### src/rtl/ps2_pkg.sv
// Shared PS/2 definitions: frame length, host-TX states, default timings.
// Also used by the receive-side decoder.
package ps2_pkg;

  localparam int FRAME_BITS = 11;

  typedef enum logic [2:0] {
    ST_IDLE,
    ST_INHIBIT,
    ST_RTS,
    ST_BITS,
    ST_ACK,
    ST_WAIT_REL
  } ps2_tx_state_e;

  // 100 us clock-low hold
  function automatic int inhibit_cycles(input int clk_hz);
    return clk_hz / 10_000;
  endfunction

  // 15 ms request-to-send to end-of-ACK budget
  function automatic int timeout_cycles(input int clk_hz);
    return (clk_hz / 1000) * 15;
  endfunction

endpackage

### src/rtl/ps2_line_sync.sv
// Two-flop synchronizer for PS2 clk/data with a falling-edge strobe on clk.
// The strobe is combinational from registered state: pin-to-strobe is 2 cycles.
module ps2_line_sync (
  input  logic clk_i,
  input  logic rst_i,
  input  logic ps2_clk_i,
  input  logic ps2_data_i,
  output logic clk_o,
  output logic data_o,
  output logic clk_fe_o
);

  logic [1:0] clk_sync_q;
  logic [1:0] data_sync_q;
  logic       clk_prev_q;

  // Idle bus is high; resetting to 1 avoids a false edge.
  always_ff @(posedge clk_i) begin
    if (rst_i) begin
      clk_sync_q  <= 2'b11;
      data_sync_q <= 2'b11;
      clk_prev_q  <= 1'b1;
    end else begin
      clk_sync_q  <= {clk_sync_q[0], ps2_clk_i};
      data_sync_q <= {data_sync_q[0], ps2_data_i};
      clk_prev_q  <= clk_sync_q[1];
    end
  end

  assign clk_o    = clk_sync_q[1];
  assign data_o   = data_sync_q[1];
  assign clk_fe_o = clk_prev_q & ~clk_sync_q[1];

endmodule

### src/rtl/ps2_host_tx.sv
// Host-to-device PS/2 command transmitter with ACK capture and timeout.
// Drives open-drain enables only; tristate buffers live at the board top.
module ps2_host_tx
  import ps2_pkg::*;
#(
  parameter int CLK_FREQ_HZ    = 100_000_000,
  parameter int INHIBIT_CYCLES = inhibit_cycles(CLK_FREQ_HZ),
  parameter int TIMEOUT_CYCLES = timeout_cycles(CLK_FREQ_HZ)
) (
  input  logic       sys_clk,
  input  logic       rst,
  input  logic [7:0] tx_data,
  input  logic       tx_valid,
  output logic       tx_ready,
  input  logic       ps2_clk_in,
  input  logic       ps2_data_in,
  output logic       ps2_clk_oe,
  output logic       ps2_data_oe,
  output logic       busy,
  output logic       done,
  output logic       ack_ok,
  output logic       err
);

  localparam int ICW = $clog2(INHIBIT_CYCLES + 1);
  localparam int TCW = $clog2(TIMEOUT_CYCLES + 1);
  localparam int PRE = (INHIBIT_CYCLES >= 2) ? INHIBIT_CYCLES - 2 : 0;

  localparam logic [ICW-1:0] I_LAST = ICW'(INHIBIT_CYCLES - 1);
  localparam logic [ICW-1:0] I_PRE  = ICW'(PRE);
  localparam logic [TCW-1:0] T_LAST = TCW'(TIMEOUT_CYCLES - 1);

  ps2_tx_state_e state_q, state_d;
  logic [ICW-1:0] cnt_q, cnt_d;
  logic [TCW-1:0] tmo_q, tmo_d;
  logic [3:0]     bit_cnt_q, bit_cnt_d;
  logic [9:0]     frame_q, frame_d;
  logic           clk_oe_q, clk_oe_d;
  logic           data_oe_q, data_oe_d;
  logic           ack_q, ack_d;
  logic           done_q, done_d;
  logic           err_q, err_d;

  logic clk_s, data_s, clk_fe;
  logic tmo_run, tmo_hit;

  ps2_line_sync u_sync (
    .clk_i      (sys_clk),
    .rst_i      (rst),
    .ps2_clk_i  (ps2_clk_in),
    .ps2_data_i (ps2_data_in),
    .clk_o      (clk_s),
    .data_o     (data_s),
    .clk_fe_o   (clk_fe)
  );

  assign tmo_run = state_q inside {ST_RTS, ST_BITS, ST_ACK, ST_WAIT_REL};
  assign tmo_hit = tmo_run && (tmo_q == T_LAST);

  always_ff @(posedge sys_clk) begin
    if (rst) begin
      state_q   <= ST_IDLE;
      cnt_q     <= '0;
      tmo_q     <= '0;
      bit_cnt_q <= '0;
      frame_q   <= '0;
      clk_oe_q  <= 1'b0;
      data_oe_q <= 1'b0;
      ack_q     <= 1'b0;
      done_q    <= 1'b0;
      err_q     <= 1'b0;
    end else begin
      state_q   <= state_d;
      cnt_q     <= cnt_d;
      tmo_q     <= tmo_d;
      bit_cnt_q <= bit_cnt_d;
      frame_q   <= frame_d;
      clk_oe_q  <= clk_oe_d;
      data_oe_q <= data_oe_d;
      ack_q     <= ack_d;
      done_q    <= done_d;
      err_q     <= err_d;
    end
  end

  always_comb begin
    state_d   = state_q;
    cnt_d     = cnt_q;
    tmo_d     = tmo_q;
    bit_cnt_d = bit_cnt_q;
    frame_d   = frame_q;
    clk_oe_d  = clk_oe_q;
    data_oe_d = data_oe_q;
    ack_d     = ack_q;
    done_d    = 1'b0;
    err_d     = 1'b0;

    if (tmo_run) tmo_d = tmo_q + TCW'(1);

    unique case (state_q)
      ST_IDLE: begin
        clk_oe_d  = 1'b0;
        data_oe_d = 1'b0;
        if (tx_valid) begin
          frame_d   = {1'b1, ~^tx_data, tx_data};
          bit_cnt_d = '0;
          cnt_d     = '0;
          ack_d     = 1'b0;
          clk_oe_d  = 1'b1;
          data_oe_d = (INHIBIT_CYCLES == 1);
          state_d   = ST_INHIBIT;
        end
      end
      ST_INHIBIT: begin
        cnt_d     = cnt_q + ICW'(1);
        data_oe_d = (cnt_q >= I_PRE);
        if (cnt_q == I_LAST) begin
          clk_oe_d  = 1'b0;
          data_oe_d = 1'b1;
          tmo_d     = '0;
          state_d   = ST_RTS;
        end
      end
      ST_RTS, ST_BITS: begin
        // Stop bit is a 1, so shifting in ones releases the line.
        if (clk_fe) begin
          data_oe_d = ~frame_q[0];
          frame_d   = {1'b1, frame_q[9:1]};
          bit_cnt_d = bit_cnt_q + 4'd1;
          if (state_q == ST_RTS) state_d = ST_BITS;
          else if (bit_cnt_q == 4'd9) state_d = ST_ACK;
        end
      end
      ST_ACK: begin
        if (clk_fe) begin
          ack_d     = ~data_s;
          bit_cnt_d = 4'(FRAME_BITS);
          state_d   = ST_WAIT_REL;
        end
      end
      ST_WAIT_REL: begin
        if (clk_s && data_s) begin
          done_d  = 1'b1;
          state_d = ST_IDLE;
        end
      end
      default: state_d = ST_IDLE;
    endcase

    if (tmo_hit) begin
      state_d   = ST_IDLE;
      clk_oe_d  = 1'b0;
      data_oe_d = 1'b0;
      ack_d     = 1'b0;
      done_d    = 1'b0;
      err_d     = 1'b1;
    end
  end

  assign tx_ready    = (state_q == ST_IDLE);
  assign busy        = (state_q != ST_IDLE);
  assign ps2_clk_oe  = clk_oe_q;
  assign ps2_data_oe = data_oe_q;
  assign done        = done_q;
  assign ack_ok      = ack_q;
  assign err         = err_q;

endmodule

### config.mk
export PLATFORM = sky130hd
export DESIGN_NAME = ps2_host_tx
export DESIGN_NICKNAME = d
export VERILOG_FILES = /design/src/rtl/ps2_pkg.sv /design/src/rtl/ps2_line_sync.sv /design/src/rtl/ps2_host_tx.sv
export SDC_FILE = /design/constraint.sdc
export NUM_CORES = 1
export LEC_CHECK = 0
export CELL_PAD_IN_SITES_DETAIL_PLACEMENT = 0
export CELL_PAD_IN_SITES_GLOBAL_PLACEMENT = 2
export CORE_MARGIN = 2
export CORE_UTILIZATION = 39
export DETAILED_ROUTE_END_ITERATION = 8
export DONT_BUFFER_PORTS = 1
export HOLD_SLACK_MARGIN = 0.1
export PLACE_DENSITY_LB_ADDON = 0.1
export SETUP_SLACK_MARGIN = 0.2
export SLEW_MARGIN = 20
export SYNTH_ARGS = -nofsm -noshare
export SYNTH_HDL_FRONTEND = slang
export SYNTH_SLANG_ARGS = --single-unit
### constraint.sdc
create_clock -name sys_clk -period 2.3 [get_ports sys_clk]
set_input_delay 0.69 -clock sys_clk [delete_from_list [all_inputs] [get_ports sys_clk]]
set_output_delay 0.69 -clock sys_clk [all_outputs]
set_load 0.01 [all_outputs]
==> results_dict.tcl, run 1 <==
set metrics [dict create \
    timing_max_transition_violations_final 0 \
    dieWidth_um 93.1 \
    nFillCells 766 \
    cts.path.max_buffers 2 \
    ys_types 52 \
    final_nets 380 \
    syn-instance-count 353 \
    crit_path_end_kind "output pin" \
    grt_max_degree 40 \
    status "finished, final reports clean" \
    worst_slew_pin_slew_ns 0.471 \
    vias_per_cell 5.18 \
    worstHoldStart "u_sync.clk_sync_q[0]" \
    period_share_pct 88.1 \
    drt_iter0_markers 123 \
    synth-warning-count 0 \
    setup_tns_ns 0 \
    portBuffers 0 \
    rr_startpoint "state_q[2]" \
    synth_seq_cells 62 \
    cp_slowest_cell "or3_4" \
    cts_root_buf "clkbuf_8" \
    numCtsBuffers 9 \
    worst_setup_path_start_kind "flip-flop" \
    placementRows 32 \
    ys_seq_area_share_pct 40.1 \
    routed_wl_mm 6.78 \
    irDropWorstVdd_v 0.000363 \
    cts-htree-levels 3 \
    wl_per_cell_um 14.5 \
    synth.most_common_cell "dfxtp_1" \
    dieArea_um2 8670 \
    max_freq_mhz 493 \
    drive_gt1_share_pct 14.4 \
    synthTopCellsByCount "dfxtp_1, nor2_1, nand2_1, a21oi_1, xnor2_1" \
    postPlaceCellArea_um2 3190 \
    leakagePower_nw 1.28 \
    grt_pass1_wl_mm 11.6 \
    p_int_mw 1.80 \
    fin_skew_ns 0.00553 \
    core_area_um2 7730 \
    cp_max_fo 3 \
    antenna_found_initial 0 \
    drt_pass1_iterations 4 \
    min_to "u_sync.clk_sync_q[1]" \
    hold_viol 0 \
    critPathArrivalTime_ns 1.34 \
    syn_area_per_cell_um2 8.77 \
    synth_top_area_share_pct 40.1 \
    seqPwrFrac_pct 48.0 \
    grt_overflow 0 \
    hold_depth 1 \
    n_antenna_cell 0 \
    grt_usage_pct 16.8 \
    maxCapViolCount 0 \
    rsz0062_at_grt "no" \
    max_stage_delay_ns 0.42 \
    path_cells "buf_8, or3_4, inv_4" \
    r2r_cells 7 \
    hold_class "flip-flop to flip-flop" \
    clock_latency_ns 0.34 \
    grt_pass1_vias 2355 \
    powerDensity_nw_per_um2 668 \
    antenna_left 0 \
    power_frac_comb_pct 6.1 \
    synthFlopType "dfxtp_1" \
    async_reset_ff_share_pct 0 \
    holdWs_ns 0.408 \
    finalInstanceArea_um2 3480 \
    dp_hpwl_mm 4.54 \
    ios 20 \
    cts_sinks 62 \
    area_delta_synth_final_pct 12.3 \
    power_switching_mw 0.519 \
    cp.required_ns 1.61 \
    cts_tree "yes" \
    synth_area_leaders "dfxtp_1, nor2_1, xnor2_1" \
    gp_congestion 0.815 \
    netlist_area_um2 3100 \
    synth_edf_count 0 \
    yosysTopAreaCell "dfxtp_1" \
    synth_nets 371 \
    clkPwrFrac_pct 45.9 \
    r2r-end "cnt_q[7]" \
    die_y_um 93.1 \
    vias 2429 \
    finalSetupViolCount 0 \
    clkTransAtPathRegs_ns 0.07 \
    period_minus_slack_ns 2.03 \
    start_util_pct 40.1 \
    swShare_pct 22.3 \
    max_slew_margin_pct 68.2 \
    worst-setup-path-type "flip-flop to output pin" \
    remaining_drc_errors 0 \
    reg2reg_setup_slack_ns 0.37 \
]
## power groups by stage
stage                     clock (mW)  sequential [mW]  combinational [mW]
after global placement             0             1.14               0.135
final                           1.07             1.11               0.142
after detailed placement           0             1.14               0.136
after CTS                       1.11             1.11               0.139
after global routing            1.15             1.12               0.161
after floorplan                    0             1.14               0.122
## layer usage
metal | vias to the layer above | share of wire, % | global-route usage [%]
li1 | 1265 | - | -
met4 | 0 | 1.3 | 5.39
met2 | 39 | 44 | 25.1
met5 | - | 0 | 0
met3 | 9 | 4.2 | 5.24
met1 | 1116 | 51 | 23.3
## worst max-delay path by stage
stage          slack [ns]       start      endpoint  depth (start not counted)
2_1_floorplan        0.46    tx_valid  bit_cnt_q[2]                          5
3_3_place_gp         0.28    tx_valid  bit_cnt_q[3]                          6
3_5_place_dp         0.29    tx_valid  bit_cnt_q[3]                          6
4_1_cts              0.21  state_q[2]      tx_ready                          3
5_1_grt              0.22  state_q[2]      tmo_q[9]                          7
6_report             0.27  state_q[2]      tx_ready                          3
## sequential cells by signal, summed over array words and instances, names as in the netlist
name	flops
tmo_q	21
cnt_q	14
frame_q	10
bit_cnt_q	4
state_q	3
u_sync.clk_sync_q	2
u_sync.data_sync_q	2
ack_ok	1
done	1
err	1
ps2_clk_oe	1
ps2_data_oe	1
u_sync.clk_prev_q	1
## logic make-up after synthesis
group | Yosys count | share of synthesized area [%]
and+or+nand+nor | 169 | 30.0
DFF | 62 | 40.1
AOI/OAI and AO/OA | 53 | 10.6
xor gates and xnor gates | 30 | 9.34
buffers and inverters | 21 | 3.64
muxes | 13 | 4.28
adders and majority gates | 5 | 2.02
## worst max-delay path, delay by kind of cell, from the launching register on
kind,cells,cell delay [ns]
buffers and inverters,2,0.21
DFF,1,0.37
and+or+nand+nor,1,0.42
## what timing repair did
action | 4_1_cts | 5_1_grt
resized for setup | 6 | 2
setup endpoints to repair | 2 | 22
setup buffers | 0 | 5
pin swaps | 1 | 2
hold buffers | 0 | 0
## layout by cell type, fill, tap and decap left out, types with 5 or more instances in the layout
cell      count
nand2_1      26
and3_1        5
xnor2_1      18
nor2_1       53
mux2i_1      11
a211oi_1     11
buf_4        10
nor4_1        6
ha_1          5
nand4_1      12
a21oi_1      18
or2_2         9
nand2b_1      6
o21ai_0      10
xor2_1       10
nand3_1      17
dfxtp_1      60
inv_1         6
clkbuf_8     10
## per-stage QoR
| stage | utilization, % | std cells | worst slack, ns | power [mW] |
|---|---|---|---|---|
| 2_1_floorplan | - | 353 | 0.459 | 1.26 |
| 3_3_place_gp | 41.3 | 448 | 0.280 | 1.28 |
| 3_5_place_dp | 41.3 | 448 | 0.292 | 1.28 |
| 4_1_cts | 44.3 | 464 | 0.214 | 2.36 |
| 5_1_grt | 45.0 | 469 | 0.218 | 2.43 |
| 6_report | 45.0 | 469 | 0.274 | 2.32 |
## cell type report
| class | count | area, µm² | share of cell area, % |
|---|---|---|---|
| Timing Repair Buffer | 12 | 110 | 3.17 |
| Inverter | 7 | 28.8 | 0.828 |
| Tap cell | 102 | 128 | 3.67 |
| Sequential cell | 62 | 1250 | 35.9 |
| Clock buffer | 13 | 149 | 4.28 |
| Multi-Input combinational cell | 270 | 1750 | 50.3 |
| Clock inverter | 3 | 67.6 | 1.94 |
Power figures use the tool's default switching activity.
==> run 2: changes to the inputs <==
Settings changed: SKIP_LAST_GASP set to 1.
==> results of run 2 <==
No change in the layout: final DEF, timing and power equal those of run 1.
==> run 3: changes to the inputs <==
Settings changed: PLACE_DENSITY set to 0.76, PLACE_DENSITY_LB_ADDON 0.1 to not set.
Clock period 2.3 ns to 1.9 ns, I/O delays scaled along.
==> results_dict.tcl, run 3 (synthesis gave the netlist of run 1 again) <==
set metrics [dict create \
    status "finished, final reports clean" \
    largest_register_ffs 21 \
    wl_per_cell_um 15.0 \
    postPlaceCellArea_um2 3320 \
    crit_path_end_kind "output pin" \
    r2r-end "tmo_q[3]" \
    final_nets 417 \
    largestRegisters "tmo_q: 21 flops, cnt_q: 14 flops, frame_q: 10 flops" \
    grt_pass1_wl_mm 12.5 \
    max_freq_mhz 530 \
    grt_usage_pct 18.1 \
    ios 20 \
    power_mw 2.69 \
    r2r_cells 9 \
    fin_skew_ns 0.00894 \
    powerDensity_nw_per_um2 646 \
    clkTransAtPathRegs_ns 0.07 \
    start_util_pct 40.1 \
    remaining_drc_errors 0 \
    grt_pass1_vias 2579 \
    hold_viol 0 \
    maxCapViolCount 0 \
    grt_overflow 0 \
    die_y_um 93.1 \
    cts.path.max_buffers 2 \
    leakagePower_nw 1.55 \
    routed_wl_mm 7.56 \
    grt_max_degree 40 \
    cts-htree-levels 3 \
    rsz0062_at_grt "yes" \
    finalInstanceArea_um2 4160 \
    irDropWorstVdd_v 0.000432 \
    dieWidth_um 93.1 \
    holdWs_ns 0.295 \
    top_register "tmo_q" \
    finalSetupViolCount 0 \
    antenna_found_initial 0 \
    worst_setup_path_start_kind "flip-flop" \
    hold_class "input port to flip-flop" \
    cts_root_buf "clkbuf_8" \
    drt_pass1_iterations 4 \
    rr_startpoint "state_q[0]" \
    final_cells 505 \
    cts_tree "yes" \
    dp_hpwl_mm 4.70 \
    timing_max_transition_violations_final 0 \
    fin_util_pct 53.8 \
    drt_iter0_markers 69 \
    dieArea_um2 8670 \
    mostFrequentLayoutCell "dfxtp_1" \
    area_delta_synth_final_pct 34.2 \
    vias_per_cell 5.27 \
    place_inst 461 \
    clock_latency_ns 0.33 \
    worst_slew_pin_slew_ns 0.389 \
    hold_depth 1 \
    critPathArrivalTime_ns 1.32 \
    n_antenna_cell 0 \
    period_minus_slack_ns 1.89 \
    cp.required_ns 1.33 \
    vias 2660 \
    portBuffers 0 \
    min_to "bit_cnt_q[3]" \
    reg2reg_setup_slack_ns 0.08 \
    mostFrequentLayoutCells "dfxtp_1, nor2_1, buf_4, nand2_1, xnor2_1" \
    cp_max_fo 2 \
    cts_sinks 62 \
    max_slew_margin_pct 73.7 \
    gp_congestion 0.815 \
    worstHoldStart "rst" \
    drive_gt1_share_pct 34.5 \
    placementRows 32 \
    worst-setup-path-type "flip-flop to output pin" \
    antenna_left 0 \
    core_area_um2 7730 \
    numCtsBuffers 9 \
    postCtsHoldBufs 0 \
    period_share_pct 99.2 \
]
==> run 3: cell count changes in the layout (fill, tap and decap cells not counted), sizes merged <==
cell | previous run | this run
buf | 12 | 48
clkinv | 0 | 3
clkbuf | 13 | 12
bufinv | 2 | 0
==> run 3: layout make-up <==
type	count	area (µm²)
timing repair buffer	49	539
inverter	7	28.8
sequential	62	1250
fill	713	3570
multi-input combinational	270	2040
tap	102	128
clock buffer	11	151
clock inverter	4	22.5
==> run 3: worst max-delay path by stage <==
stage | end | slack (ns) | from | cells past startpoint
6_report | tx_ready | 0.01 | state_q[0] | 4
5_1_grt | tx_ready | -0.04 | state_q[0] | 4
4_1_cts | tx_ready | -0.009 | state_q[0] | 4
3_5_place_dp | bit_cnt_q[2] | 0.06 | tx_valid | 5
3_3_place_gp | bit_cnt_q[2] | 0.09 | tx_valid | 5
2_1_floorplan | bit_cnt_q[2] | 0.20 | tx_valid | 5
==> run 3: routing by layer <==
metal | vias up | share of wire [%] | global-route usage, %
li1 | 1340 | - | -
met1 | 1268 | 47 | 23.5
met2 | 46 | 49 | 30.3
met3 | 6 | 2.9 | 4.27
met4 | 0 | 1.1 | 5.15
met5 | - | 0 | 0
==> run 3: repair_timing <==
item,4_1_cts,5_1_grt
pin swaps,21,37
resized for setup,30,72
gates cloned,3,1
buffers inserted,18,7
setup endpoints to repair,36,54
==> run 3: worst max-delay path, cell delays in order, from the launching register on <==
cell,delay (ns)
dfxtp_2,0.32
buf_6,0.11
or3_4,0.40
inv_4,0.07
buf_6,0.09
==> run 3: where the power goes <==
group	switching, mW	internal [mW]
logic	0.136	0.159
registers	0.0226	1.33
clock network	0.508	0.530
==> run 3: through the flow <==
step | setup WS, ns | setup TNS (ns)
finish | 0.0148 | 0
global route | -0.0413 | -0.0570
CTS | -0.00900 | -0.00900
detailed placement | 0.0554 | 0
global placement | 0.0901 | 0
floorplan | 0.203 | 0
